`src/rtl/sort_pkg.sv`:
```
`default_nettype none
// +----------------------------------------------------------------------+
// | Module  : sort_pkg                                                   |
// | Purpose : Shared types and default sizing for the bitonic sort       |
// |           pipeline: element type, read-FSM state encoding and the    |
// |           element-counter width.                                     |
// | Ports   : none (package)                                             |
// | Rev     : 1.0  initial release                                       |
// +----------------------------------------------------------------------+
package sort_pkg;

    // Default element width and vector length used across the sort steps.
    localparam int c_WIDTH = 8;
    localparam int c_INDEX = 8;

    // Width of an element position / counter within one vector.
    localparam int c_CNT_W = $clog2(c_INDEX);

    // One element of a vector, shared with the sort steps.
    typedef logic [c_WIDTH-1:0] elem_t;

    // Read-side state machine encoding.
    typedef enum logic [0:0] {
        RD_IDLE   = 1'b0,
        RD_STREAM = 1'b1
    } rd_state_t;

endpackage
`default_nettype wire

```
`src/rtl/sort_drain_bank.sv`:
```
`default_nettype none
// +----------------------------------------------------------------------+
// | Module  : sort_drain_bank                                            |
// | Purpose : One vector register bank. Captures a complete parallel     |
// |           vector on a load enable and presents one element through   |
// |           an indexed read mux.                                       |
// | Ports   : clk       - clock, rising edge                             |
// |           rst       - asynchronous reset, active low                 |
// |           i_load    - capture i_data this cycle                      |
// |           i_data    - parallel vector, element 0 first               |
// |           i_pos     - element position to read                       |
// |           o_data    - element at i_pos                               |
// | Rev     : 1.0  initial release                                       |
// +----------------------------------------------------------------------+
module sort_drain_bank
    import sort_pkg::*;
#(
    parameter  int WIDTH   = c_WIDTH,
    parameter  int INDEX   = c_INDEX,
    localparam int c_POS_W = $clog2(INDEX)
) (
    input  logic               clk,
    input  logic               rst,
    input  logic               i_load,
    input  logic [WIDTH-1:0]   i_data [0:INDEX-1],
    input  logic [c_POS_W-1:0] i_pos,
    output logic [WIDTH-1:0]   o_data
);

    logic [WIDTH-1:0] r_mem_q [0:INDEX-1];
    logic [WIDTH-1:0] w_mem_d [0:INDEX-1];

    always_comb begin
        w_mem_d = r_mem_q;
        if (i_load) begin
            w_mem_d = i_data;
        end
    end

    always_ff @(posedge clk or negedge rst) begin
        if (!rst) begin
            for (int i = 0; i < INDEX; i++) begin
                r_mem_q[i] <= '0;
            end
        end else begin
            r_mem_q <= w_mem_d;
        end
    end

    assign o_data = r_mem_q[i_pos];

endmodule
`default_nettype wire

```
`src/rtl/sort_drain.sv`:
```
`default_nettype none
// +----------------------------------------------------------------------+
// | Module  : sort_drain                                                 |
// | Purpose : Reader end of the bitonic sort pipeline. Captures whole    |
// |           sorted vectors into a two-bank ping-pong buffer and        |
// |           streams them out one element per cycle, ascending or       |
// |           descending as selected per vector.                         |
// | Ports   : clk       - clock, rising edge                             |
// |           rst       - asynchronous reset, active low                 |
// |           in_valid  - in_data holds a complete vector                |
// |           in_ready  - a bank is free for the next vector             |
// |           in_data   - parallel sorted vector                         |
// |           in_desc   - 1: emit element INDEX-1 first                  |
// |           out_valid - out_data is valid                              |
// |           out_ready - consumer accepts                               |
// |           out_data  - current element                                |
// |           out_idx   - array position of out_data                     |
// |           out_last  - final element of the vector                    |
// |           busy      - at least one bank holds a vector               |
// | Rev     : 1.0  initial release                                       |
// +----------------------------------------------------------------------+
module sort_drain
    import sort_pkg::*;
#(
    parameter  int WIDTH   = c_WIDTH,
    parameter  int INDEX   = c_INDEX,
    localparam int c_PTR_W = $clog2(INDEX)
) (
    input  logic               clk,
    input  logic               rst,
    input  logic               in_valid,
    output logic               in_ready,
    input  logic [WIDTH-1:0]   in_data [0:INDEX-1],
    input  logic               in_desc,
    output logic               out_valid,
    input  logic               out_ready,
    output logic [WIDTH-1:0]   out_data,
    output logic [c_PTR_W-1:0] out_idx,
    output logic               out_last,
    output logic               busy
);

    localparam logic [c_PTR_W-1:0] c_LAST = c_PTR_W'(INDEX - 1);

    // Registered state
    logic [1:0]         r_full_q;
    logic [1:0]         r_desc_q;
    logic               r_wr_bank_q;
    logic               r_rd_bank_q;
    logic [c_PTR_W-1:0] r_cnt_q;
    rd_state_t          r_state_q;

    // Next-state values
    logic [1:0]         w_full_d;
    logic [1:0]         w_desc_d;
    logic               w_wr_bank_d;
    logic               w_rd_bank_d;
    logic [c_PTR_W-1:0] w_cnt_d;
    rd_state_t          w_state_d;

    logic               w_accept;
    logic               w_stream;
    logic               w_xfer;
    logic               w_last;
    logic [c_PTR_W-1:0] w_pos;
    logic [WIDTH-1:0]   w_bank_data [0:1];

    // in_ready depends only on the flags (and the reset pin, so it reads 0
    // while the block is held in reset).
    assign in_ready = rst & ~r_full_q[r_wr_bank_q];
    assign w_accept = in_valid & in_ready;

    assign w_stream = (r_state_q == RD_STREAM);
    assign w_last   = w_stream & (r_cnt_q == c_LAST);
    assign w_xfer   = w_stream & out_ready;

    // Descending vectors are walked from the top element down.
    assign w_pos = r_desc_q[r_rd_bank_q] ? (c_LAST - r_cnt_q) : r_cnt_q;

    generate
        for (genvar b = 0; b < 2; b++) begin : g_bank
            sort_drain_bank #(
                .WIDTH (WIDTH),
                .INDEX (INDEX)
            ) u_bank (
                .clk    (clk),
                .rst    (rst),
                .i_load (w_accept && (r_wr_bank_q == 1'(b))),
                .i_data (in_data),
                .i_pos  (w_pos),
                .o_data (w_bank_data[b])
            );
        end
    endgenerate

    always_comb begin
        w_full_d    = r_full_q;
        w_desc_d    = r_desc_q;
        w_wr_bank_d = r_wr_bank_q;
        w_rd_bank_d = r_rd_bank_q;
        w_cnt_d     = r_cnt_q;
        w_state_d   = r_state_q;

        if (w_accept) begin
            w_full_d[r_wr_bank_q] = 1'b1;
            w_desc_d[r_wr_bank_q] = in_desc;
            w_wr_bank_d           = ~r_wr_bank_q;
        end

        case (r_state_q)
            RD_IDLE: begin
                if (r_full_q[r_rd_bank_q]) begin
                    w_state_d = RD_STREAM;
                end
            end
            RD_STREAM: begin
                if (w_xfer) begin
                    if (w_last) begin
                        w_full_d[r_rd_bank_q] = 1'b0;
                        w_rd_bank_d           = ~r_rd_bank_q;
                        w_cnt_d               = '0;
                        // Look at the updated flags so a vector captured in
                        // this same cycle follows without an idle cycle.
                        w_state_d = w_full_d[~r_rd_bank_q] ? RD_STREAM : RD_IDLE;
                    end else begin
                        w_cnt_d = r_cnt_q + 1'b1;
                    end
                end
            end
            default: begin
                w_state_d = RD_IDLE;
            end
        endcase
    end

    always_ff @(posedge clk or negedge rst) begin
        if (!rst) begin
            r_full_q    <= '0;
            r_desc_q    <= '0;
            r_wr_bank_q <= 1'b0;
            r_rd_bank_q <= 1'b0;
            r_cnt_q     <= '0;
            r_state_q   <= RD_IDLE;
        end else begin
            r_full_q    <= w_full_d;
            r_desc_q    <= w_desc_d;
            r_wr_bank_q <= w_wr_bank_d;
            r_rd_bank_q <= w_rd_bank_d;
            r_cnt_q     <= w_cnt_d;
            r_state_q   <= w_state_d;
        end
    end

    assign out_valid = w_stream;
    assign out_data  = w_stream ? w_bank_data[r_rd_bank_q] : '0;
    assign out_idx   = w_stream ? w_pos : '0;
    assign out_last  = w_last;
    assign busy      = r_full_q[0] | r_full_q[1];

endmodule
`default_nettype wire

```
`config.mk`:
```
export PLATFORM = sky130hd
export DESIGN_NAME = sort_drain
export DESIGN_NICKNAME = d
export VERILOG_FILES = /design/src/rtl/sort_pkg.sv /design/src/rtl/sort_drain_bank.sv /design/src/rtl/sort_drain.sv
export SDC_FILE = /design/constraint.sdc
export NUM_CORES = 1
export LEC_CHECK = 0
export CAP_MARGIN = 10
export CORE_MARGIN = 1
export CORE_UTILIZATION = 60
export CTS_BUF_LIST = sky130_fd_sc_hd__clkbuf_8 sky130_fd_sc_hd__clkbuf_16
export DETAILED_ROUTE_END_ITERATION = 12
export GPL_TIMING_DRIVEN = 1
export PLACE_DENSITY_LB_ADDON = 0.3
export SLEW_MARGIN = 20
export SYNTH_ARGS = -nofsm -noshare
export SYNTH_HDL_FRONTEND = slang
export SYNTH_HIERARCHICAL = 1
export SYNTH_SLANG_ARGS = --single-unit
export TNS_END_PERCENT = 30
```
`constraint.sdc`:
```
create_clock -name clk -period 8.3 [get_ports clk]
set_input_delay 1.66 -clock clk [delete_from_list [all_inputs] [get_ports clk]]
set_output_delay 1.66 -clock clk [all_outputs]
set_load 0.01 [all_outputs]
```
==> results.txt <==
For the final routed database, the setup TNS stands at 0 ns. TritonCTS built the clock tree. At the pin with the least slew margin, the transition time is 0.888 ns. The category of the worst setup path capture point is a primary output.

The power share of the clock group came out at 0.194. The CTS sink count is 138. The proportion of register bits with asynchronous set or reset after synthesis is 1.00. The worst register-to-register path ends at g_bank[0].u_bank/r_mem_q[20].

In this run the tool buffered the top-level ports with 83 buffer cells. The number of antenna diodes came out at 0. Headroom to the max-slew limit came out at 0.408. The total routed wirelength came out at 13200 um. The core region is 10400 um^2. The cell count after synthesis came out at 399. After floorplanning, the core was divided into 37 placement rows.

The count of endpoints failing setup in the final report is 0. The initial utilization of the core area, before any placement, comes to 0.627. The layout filler cell count is 637. The critical path contains buffers and inverters numbering 2 combined.

The reported max-cap violation count came out at 0. The largest single stage delay on the critical path is 0.85 ns. The first-pass iteration count of the detailed router came out at 4. Entering global routing, the biggest net connects 88 pins. The worst setup path is launched from a register. The switching portion of total power is 0.314. The Yosys warning count is 6.

The most common library cell in the layout ignoring fill and taps is sky130_fd_sc_hd__mux2_2. The number of buffers on the longest clock path came out at 2. The number of H-tree levels came out at 4. The sequential-to-total area share from yosys stat is 0.529.

The remaining antenna violation count after routing is 0. The multiplexer fraction of the synthesized cell area came out at 0.395. The first routing iteration left 141 violations. Across the routed clock network, the largest skew measured is 0.00571 ns. The startpoint identified for the worst register-to-register timing path is r_wr_bank_q. The mean instance size in the synthesized netlist came out at 16.4 um^2.

The wire length per cell after detailed routing came out at 21.0 um. The fraction of power consumed by combinational cells came out at 0.473. Summing internal, switching and leakage power gives 3.60 mW. In this run the power density over the cells is 451 nW/um^2. The number of nets in the layout came out at 551. The flow ran to the end, and the final reports show no timing, DRC or antenna violations. The tree is rooted in a sky130_fd_sc_hd__clkbuf_8. STA puts the critical path data arrival time at 4.48 ns.

The number of cells on the worst hold path came out at 1. Based on the critical path, the design can be clocked at up to 163 MHz. The sink of the worst hold path is g_bank[0].u_bank/r_mem_q[35]. Measured along the y axis, the die boundary spans 106 um. Hold repair after CTS inserted 0 buffers.

The initial antenna violation count came out at 0. The slowest stage of the critical path is the sky130_fd_sc_hd__dfrtp_1 cell. Traced cell by cell, the critical path runs through mux2i_4, xnor2_2, buf_4, mux4_1, mux2_2, mux2i_1, nor2b_1, clkdlybuf4s50_1.

The start point of the worst hold path is g_bank[0].u_bank/r_mem_q[35]. The length in cells of the worst reg-to-reg path came out at 3. The post-detailed-route DRC marker count is 0. The simple-gate portion of the synthesized area is 0.0263.

The remaining global-route overflow is 0. The number of buffers created by CTS came out at 17. During I/O placement, the number of pins put on the boundary was 84. The number of endpoints with negative hold slack in the final report came out at 0. Among all flip-flop cells after synthesis, the most frequent one is sky130_fd_sc_hd__dfrtp_1. The overall routing resource usage came out at 0.258. For the worst-skew pair, the clock arrives at the later sink with an insertion delay of 0.53 ns. In this run the register-to-register setup slack is 6.35 ns.

The post-placement worst setup slack came out at 2.72 ns. The largest fanout on the critical path is 23. The combinational family with the most area after synthesis is multiplexers. Summed over all nets, the switching power comes to 1.13 mW. Setup repair after global routing left no endpoint under its margin. The number of global-route vias before repair is 4058. The number of buffers added for setup after CTS is 0. The die extent in x came out at 106 um.

The synthesis-to-finish area growth came out at 22.4%. Leaving out fill and tap cells, the most frequent cells in the layout are sky130_fd_sc_hd__mux2_2, sky130_fd_sc_hd__dfrtp_1, sky130_fd_sc_hd__clkdlybuf4s50_1, sky130_fd_sc_hd__mux4_1, sky130_fd_sc_hd__clkbuf_16. The type of the setup path with the least slack is reg -> out. Counting flops with a built-in enable in the synthesized netlist gives 0. The number of vias per cell after detailed routing is 6.05. The data required time of the critical path came out at 6.64 ns. The first-pass GRT wire length is 21300 um. The placed wire-length estimate is 8610 um. The final design area excluding fillers is 7990 um^2.

Of the total synthesized cell area, the portion taken by XOR and XNOR cells is 0.00537. The area of the mapped netlist came out at 6530 um^2. The register bit total from synthesis is 138.

The area of the die is 11300 um^2. The complex-gate fraction of the synthesized area came out at 0.0125. The analysis attributes to cell leakage a power of 3.58 nW. Of the cells placed in the final design, the portion with a size suffix greater than 1 is 0.390.

The cell area after placement came out at 7430 um^2. The number of gates resized after CTS was 0. The relative contribution of sequential cells to total power is 0.334.

The number of nets in the synthesized netlist is 470. The final critical-path share of the clock period is 0.739. Internal power comes to 2.47 mW. The congestion estimate from routability-driven global placement came to 0.743. The kind of cell adding the most delay to the critical path is multiplexers. The distinct cell type count of the synthesized netlist is 34.

The setup slack of the critical path after layout is 2.16 ns. Clock-pin slew was measured on the worst setup and hold paths at 0.06 ns. The largest vdd supply drop came out at 0.000246 V. The clock period minus final worst setup slack is 6.14 ns. For this block, the via count after detailed routing is 3799. The number of slew-limit violations in the final report is 0. In this run the worst hold path is classified as reg -> reg. The arithmetic-cell share of the synthesized area counting full adders, half adders and majority gates is 0.00383.
==> power groups by stage <==
stage	sequential, mW	combinational [mW]	clock, mW
2_1_floorplan	1.11	1.29	0
3_3_place_gp	1.19	1.63	0
3_5_place_dp	1.21	1.68	0
4_1_cts	1.20	1.70	0.707
5_1_grt	1.24	1.82	0.741
6_report	1.20	1.70	0.697
==> layer usage <==
layer  GRT usage  share of wire
met1       0.352           0.44
met2       0.409           0.50
met3      0.0576          0.042
met4      0.0982          0.012
met5           0              0
==> cells by family (layout without fill, tap and decap cells) <==
logic type	Yosys count	in the layout
compound gates	12	12
fa+ha+maj	2	2
mux	187	187
buf+inv	28	121
simple gates	28	28
flops	138	138
xor+xnor	4	4
==> layout make-up <==
type	instances	area [um^2]	share of cell area
clock inverters	9	72.6	0.00908
well taps	136	170	0.0213
repair buffers	89	877	0.110
multi-input cells	233	2930	0.367
inverters	1	3.75	0.000470
flip-flops and latches	138	3450	0.432
clock buffers	22	483	0.0604
==> registers in the layout (all words and copies together), names as in the netlist <==
register               flops
g_bank.u_bank/r_mem_q    128
r_cnt_q                    3
r_desc_q                   2
r_full_q                   2
out_valid                  1
r_rd_bank_q                1
r_wr_bank_q                1
==> worst max path at each step <==
stage | cells after the start | startpoint | slack, ns | end
after global placement | 8 | r_rd_bank_q | 2.78 | out_data[6]
after floorplan | 9 | r_rd_bank_q | 4.40 | out_data[0]
after CTS | 8 | r_rd_bank_q | 2.13 | out_data[1]
after global routing | 8 | r_rd_bank_q | 1.92 | out_data[1]
final | 8 | r_rd_bank_q | 2.16 | out_data[1]
after detailed placement | 8 | r_rd_bank_q | 2.72 | out_data[1]
==> per-stage QoR <==
stage                     hold slack (ns)   util  instances
after detailed placement            0.488  0.713        597
after global placement              0.481  0.713        597
final                               0.497  0.767        628
after global routing                0.517  0.767        628
after CTS                           0.499  0.766        628
after floorplan                     0.472      -        399
==> worst register-to-register path, delay by kind of cell, from the launching register on <==
family / cells / cell delay, ns
buffers and inverters: 1 / 0.70
multiplexers: 1 / 0.48
flip-flops: 1 / 0.47
AND/OR/NAND/NOR: 1 / 0.19
==> Yosys cell counts (2+ instances only) <==
cell type / number / share of area
sky130_fd_sc_hd__and2_1: 4 / 0.0038
sky130_fd_sc_hd__dfrtp_1: 138 / 0.53
sky130_fd_sc_hd__nor2b_1: 8 / 0.0077
sky130_fd_sc_hd__buf_12: 2 / 0.0061
sky130_fd_sc_hd__mux2i_1: 8 / 0.012
sky130_fd_sc_hd__nand2_1: 6 / 0.0035
sky130_fd_sc_hd__buf_6: 3 / 0.0052
sky130_fd_sc_hd__ha_1: 2 / 0.0038
sky130_fd_sc_hd__nand2b_1: 2 / 0.0019
sky130_fd_sc_hd__buf_2: 14 / 0.011
sky130_fd_sc_hd__nor2_1: 2 / 0.0012
sky130_fd_sc_hd__mux4_1: 30 / 0.12
sky130_fd_sc_hd__o21ai_0: 3 / 0.0023
sky130_fd_sc_hd__mux4_2: 2 / 0.0069
sky130_fd_sc_hd__xnor2_1: 4 / 0.0054
sky130_fd_sc_hd__mux2_2: 146 / 0.25
sky130_fd_sc_hd__buf_1: 2 / 0.0012
sky130_fd_sc_hd__clkbuf_1: 5 / 0.0029
sky130_fd_sc_hd__a31oi_1: 3 / 0.0029
No activity file was read; power rests on OpenSTA's default activity.
